--- src/rtl/serial_adder_pkg.sv ---
// rtl/serial_adder_pkg.sv - shared types and helpers for the bit-serial adder
// Purpose: FSM state encoding and bit-counter width helper used by serial_adder.
// Ports: none (package).
package serial_adder_pkg;

    typedef enum logic [1:0] {
        IDLE = 2'd0,
        RUN  = 2'd1,
        DONE = 2'd2
    } state_t;

    // Counter must index bits 0..width-1; a 1-bit minimum keeps WIDTH=2 legal.
    function automatic int count_width(input int width);
        return (width <= 2) ? 1 : $clog2(width);
    endfunction

endpackage

--- src/rtl/full_adder_cell.sv ---
// rtl/full_adder_cell.sv - full adder built from two half adders and an OR
// Purpose: one-bit full adder used by the serial adder datapath.
// Ports:
//   a, b   in  1  operand bits
//   cin    in  1  carry in
//   sum    out 1  a ^ b ^ cin
//   cout   out 1  a&b | cin&(a^b)
module full_adder_cell (
    input  logic a,
    input  logic b,
    input  logic cin,
    output logic sum,
    output logic cout
);

    logic ab_sum;
    logic ab_carry;
    logic cin_carry;

    half_adder u_ha_ab (
        .a     (a),
        .b     (b),
        .sum   (ab_sum),
        .carry (ab_carry)
    );

    half_adder u_ha_cin (
        .a     (ab_sum),
        .b     (cin),
        .sum   (sum),
        .carry (cin_carry)
    );

    assign cout = ab_carry | cin_carry;

endmodule

--- src/rtl/half_adder.sv ---
// rtl/half_adder.sv - single-bit half adder cell
// Purpose: combinational half adder, building block of full_adder_cell.
// Ports:
//   a, b   in  1  operand bits
//   sum    out 1  a ^ b
//   carry  out 1  a & b
module half_adder (
    input  logic a,
    input  logic b,
    output logic sum,
    output logic carry
);

    assign sum   = a ^ b;
    assign carry = a & b;

endmodule

--- src/rtl/serial_adder.sv ---
// rtl/serial_adder.sv - bit-serial WIDTH-bit adder, LSB first, registered carry
// Purpose: loads two operands on Start, adds one bit per clock, presents a
//   registered Sum/CarryOut with a one-cycle Done pulse.
// Optional feature: define SERIAL_ADDER_SUB_EN to add the Sub input (A-B).
// Ports:
//   Clk       in   1      rising-edge clock
//   Reset     in   1      asynchronous active-high reset
//   Start     in   1      load request, honoured only in IDLE
//   OperandA  in   WIDTH  augend
//   OperandB  in   WIDTH  addend
//   Sub       in   1      (SERIAL_ADDER_SUB_EN only) subtract when 1
//   Busy      out  1      high while in RUN
//   Done      out  1      one-cycle pulse when results become valid
//   Sum       out  WIDTH  registered result
//   CarryOut  out  1      carry out of MSB (no-borrow flag when subtracting)
module serial_adder
    import serial_adder_pkg::*;
#(
    parameter int WIDTH = 8
) (
    input  logic             Clk,
    input  logic             Reset,
    input  logic             Start,
    input  logic [WIDTH-1:0] OperandA,
    input  logic [WIDTH-1:0] OperandB,
`ifdef SERIAL_ADDER_SUB_EN
    input  logic             Sub,
`endif
    output logic             Busy,
    output logic             Done,
    output logic [WIDTH-1:0] Sum,
    output logic             CarryOut
);

    localparam int              CW   = count_width(WIDTH);
    localparam logic [CW-1:0]   LAST = CW'(WIDTH - 1);

    state_t           state;
    state_t           state_next;
    logic [WIDTH-1:0] a_reg;
    logic [WIDTH-1:0] b_reg;
    logic [WIDTH-2:0] psum;
    logic             carry;
    logic [CW-1:0]    count;
    logic             bit_sum;
    logic             bit_carry;
    logic             sub_sel;
    logic [WIDTH-1:0] sum_next;
    logic             last_bit;

`ifdef SERIAL_ADDER_SUB_EN
    assign sub_sel = Sub;
`else
    assign sub_sel = 1'b0;
`endif

    full_adder_cell u_fa (
        .a    (a_reg[0]),
        .b    (b_reg[0]),
        .cin  (carry),
        .sum  (bit_sum),
        .cout (bit_carry)
    );

    // New bit enters at the MSB; after WIDTH shifts bit 0 sits at position 0.
    assign sum_next = {bit_sum, psum};
    assign last_bit = (count == LAST);

    always_ff @(posedge Clk or posedge Reset) begin
        if (Reset) begin
            state <= IDLE;
        end else begin
            state <= state_next;
        end
    end

    always_comb begin
        state_next = state;
        case (state)
            IDLE:    if (Start) state_next = RUN;
            RUN:     if (last_bit) state_next = DONE;
            DONE:    state_next = IDLE;
            default: state_next = IDLE;
        endcase
    end

    assign Busy = (state == RUN);
    assign Done = (state == DONE);

    always_ff @(posedge Clk or posedge Reset) begin
        if (Reset) begin
            a_reg    <= '0;
            b_reg    <= '0;
            psum     <= '0;
            carry    <= 1'b0;
            count    <= '0;
            Sum      <= '0;
            CarryOut <= 1'b0;
        end else if (state == IDLE) begin
            if (Start) begin
                // Subtraction is A + ~B + 1: invert B, seed the carry with 1.
                a_reg <= OperandA;
                b_reg <= sub_sel ? ~OperandB : OperandB;
                carry <= sub_sel;
                psum  <= '0;
                count <= '0;
            end
        end else if (state == RUN) begin
            a_reg <= a_reg >> 1;
            b_reg <= b_reg >> 1;
            carry <= bit_carry;
            psum  <= sum_next[WIDTH-1:1];
            if (last_bit) begin
                Sum      <= sum_next;
                CarryOut <= bit_carry;
            end else begin
                // Held on the final bit so the counter never wraps inside RUN.
                count <= count + 1'b1;
            end
        end
    end

endmodule

--- config.mk ---
export PLATFORM = sky130hd
export DESIGN_NAME = serial_adder
export DESIGN_NICKNAME = d
export VERILOG_FILES = /design/src/rtl/serial_adder_pkg.sv /design/src/rtl/full_adder_cell.sv /design/src/rtl/half_adder.sv /design/src/rtl/serial_adder.sv
export SDC_FILE = /design/constraint.sdc
export NUM_CORES = 1
export LEC_CHECK = 0
export ABC_CLOCK_PERIOD_IN_PS = 1700
export CELL_PAD_IN_SITES_DETAIL_PLACEMENT = 1
export CELL_PAD_IN_SITES_GLOBAL_PLACEMENT = 1
export CORE_AREA = 2 2 72 74
export CTS_CLUSTER_DIAMETER = 100
export DETAILED_ROUTE_END_ITERATION = 8
export DIE_AREA = 0 0 74 76
export PLACE_DENSITY_LB_ADDON = 0.1
export SLEW_MARGIN = 5
export SYNTH_ARGS = -nofsm -noshare
export SYNTH_HDL_FRONTEND = slang
export SYNTH_HIERARCHICAL = 1
export SYNTH_SLANG_ARGS = --single-unit
--- constraint.sdc ---
create_clock -name Clk -period 1.7 [get_ports Clk]
set_clock_uncertainty 0.15 [all_clocks]
set_input_delay 0.17 -clock Clk [delete_from_list [all_inputs] [get_ports Clk]]
set_output_delay 0.17 -clock Clk [all_outputs]
set_load 0.01 [all_outputs]
==> results_dict.tcl <==
set metrics [dict create \
    status "completed" \
    max_cap_viol_count 0 \
    min_path_type "input pin to async pin" \
    crit_family "adder cells" \
    r2r_end "CarryOut$_DFFE_PP0P_" \
    max_freq_ghz 0.6153 \
    r2r-start "a_reg[0]$_DFFE_PP0P_" \
    fillers 536 \
    pwr-share-comb_pct 44.7 \
    avgSynthCellArea_um2 12.03 \
    final_antenna_net_count 0 \
    drive_gt1_share_pct 22.58 \
    ys_top_cells_by_area "dfrtp_1 (55%), a22o_1 (6.6%), mux2_2 (6.5%)" \
    ys_seq_area_share_pct 55.27 \
    worstMarginPinSlew_ns 0.2824 \
    async_flop_share_pct 100.0 \
    ys_types 28 \
    io_buffers 29 \
    area_growth_pct 32.65 \
    rsz0062_at_grt "no" \
    p_seq_share_pct 39.5 \
    crit_buf_inv 0 \
    cts-htree-levels 2 \
    cts_root_buffer "clkbuf_8" \
    worstPathCellList "ha_1, ha_1, or2_1, mux2_2" \
    cts_tree "done" \
    clock_path_buffers 2 \
    slew_violations 0 \
    antenna_found_initial 0 \
    synth_seq_cells 38 \
    multi_input_area_um2 694.4 \
    rows 26 \
    yosysTopAreaCell "dfrtp_1" \
    die_area_um2 5624 \
    via_count 1292 \
    ys_warn_count 6 \
    internal-power_uw 2605 \
    period_needed_ns 1.625 \
    crit_path_end_kind "flip-flop" \
    fin_nets 210 \
    grtUsageTotal_pct 16.08 \
    cts_sinks 38 \
    yosysMostFrequentCell "dfrtp_1" \
    avgViaCountPerCell 5.047 \
    diodes 0 \
    leakagePower_uw 0.001023 \
    maxSlewHeadroom_pct 80.91 \
    numCtsBuffers 5 \
    core_um2 4912 \
    yosys-top-cells-count "dfrtp_1 (38), a22o_1 (13), nor3b_1 (11), inv_1 (10), mux2_2 (10)" \
    irDropWorstVdd_mv 0.6361 \
    cp.required_ns 1.72 \
    grt_pass1_wl_um 6803 \
    reg2reg_slack_ns 0.07 \
    syn_inst 143 \
    grt_max_degree 39 \
    crit_top_cell "ha_1" \
    drt_pass1_iterations 6 \
    post-route-period-util_pct 95.60 \
    slowest_delay_ns 0.39 \
    dieHeight_um 76 \
    drt-initial-drc-count 48 \
    crit_fanout 2 \
    start_util_pct 35.02 \
    setup_viol 0 \
    die_w_um 74 \
    synth_top_flop_cell "dfrtp_1" \
    clk_pin_slew_ns 0.07 \
    synth_fp_nets 166 \
    clock_power_share_pct 15.8 \
    synth_top_area_share_pct 55.27 \
    p_per_area_nw_per_um2 1704 \
    synth_edf_count 0 \
    hpwl_um 2843 \
    start_kind "flip-flop" \
    drc 0 \
    finalSetupTns_ns 0 \
    totalWireLength_um 4023 \
    grt-ovfl-total 0 \
    critical_path_class "flip-flop to flip-flop" \
    num_io_pins 30 \
    critPathSlowestCell "dfrtp_1" \
    hold_viol_final 0 \
    critical_path_arrival_ns 1.64 \
    gp_congestion 0.7582 \
    whs_ns 0.08487 \
    r2r_cells 4 \
    power_switching_share_pct 33.01 \
    wl_per_cell_um 15.71 \
    power.switching_uw 1283 \
    syn_area_um2 1720 \
    seq_area_um2 952.2 \
    grt_pass1_vias 1379 \
    worstSkewPairLatency_ns 0.28 \
]
-- what timing repair did --
item / in CTS / in global routing
hold buffers: 0 / 0
gates cloned: 0 / 0
gates resized for setup: 5 / 3
endpoints found under the hold margin: 0 / 0
setup buffers: 1 / 0
setup endpoints to repair: 11 / 18
-- metal layers --
| metal | vias to the layer above | wire [um] | global-route usage, % |
|---|---|---|---|
| li1 | 603 | - | - |
| met1 | 656 | 1861 | 21.06 |
| met2 | 28 | 1949 | 25.36 |
| met3 | 5 | 160 | 4.497 |
| met4 | 0 | 52 | 5.455 |
| met5 | - | 0 | 0 |
-- worst register-to-register path: stages (launching register included) --
cell     delay (ns)
dfrtp_1        0.39
ha_1           0.30
ha_1           0.18
or2_1          0.23
mux2_2         0.26
-- kinds of logic after synthesis --
| logic type | count (synthesis) | share of synthesized area [%] |
|---|---|---|
| AOI/OAI and AO/OA | 38 | 17.16 |
| adders and majority gates | 4 | 2.909 |
| buffers and inverters | 19 | 5.382 |
| DFF | 38 | 55.27 |
| muxes | 11 | 7.127 |
| and+or+nand+nor | 33 | 12.15 |
-- power groups by stage --
stage	logic [uW]	registers [uW]	clock network, uW
after global placement	1660	1530	0
after global routing	1940	1590	672
after floorplan	1070	1540	0
after CTS	1760	1540	638
final	1740	1540	614
after detailed placement	1710	1550	0
-- stage by stage --
step                instances  worst slack, ns  total power [uW]  area (um2)  utilization [%]
floorplan                 143           0.1084              2610        1720                -
global placement          249          0.01678              3188        2176            44.29
detailed placement        249         -0.02203              3263        2176            44.29
CTS                       256          0.04304              3932        2276            46.33
global route              256         0.007120              4204        2282            46.46
finish                    256          0.07488              3888        2282            46.46
-- cells in the final DEF (no fill, tap or decap), types with 3 or more instances in the layout --
cell type	instances
nor2b_1	7
nor2_1	3
o22a_1	6
nand2_1	3
mux2_2	10
inv_1	9
a22o_1	13
ha_1	3
buf_4	16
nor3b_1	11
clkdlybuf4s50_1	27
a221oi_1	5
clkbuf_8	6
a21oi_1	7
dfrtp_1	37
-- layout make-up --
type	instances	area share, %
clock buffers	6	3.618
inverters	10	1.645
multi-input cells	86	30.43
flip-flops and latches	38	41.72
well taps	70	3.838
repair buffers	46	18.75
-- worst max path at each step --
stage,startpoint,to,cells after the start
after floorplan,count[0]$_DFFE_PP0P_,CarryOut$_DFFE_PP0P_,4
after global placement,count[0]$_DFFE_PP0P_,Sum[7]$_DFFE_PP0P_,4
after detailed placement,count[1]$_DFFE_PP0P_,Sum[7]$_DFFE_PP0P_,4
after CTS,count[1]$_DFFE_PP0P_,Sum[7]$_DFFE_PP0P_,4
after global routing,state[0]$_DFFE_PP0P_,a_reg[5]$_DFFE_PP0P_,5
final,a_reg[0]$_DFFE_PP0P_,CarryOut$_DFFE_PP0P_,4
No activity file was read; power rests on OpenSTA's default activity.
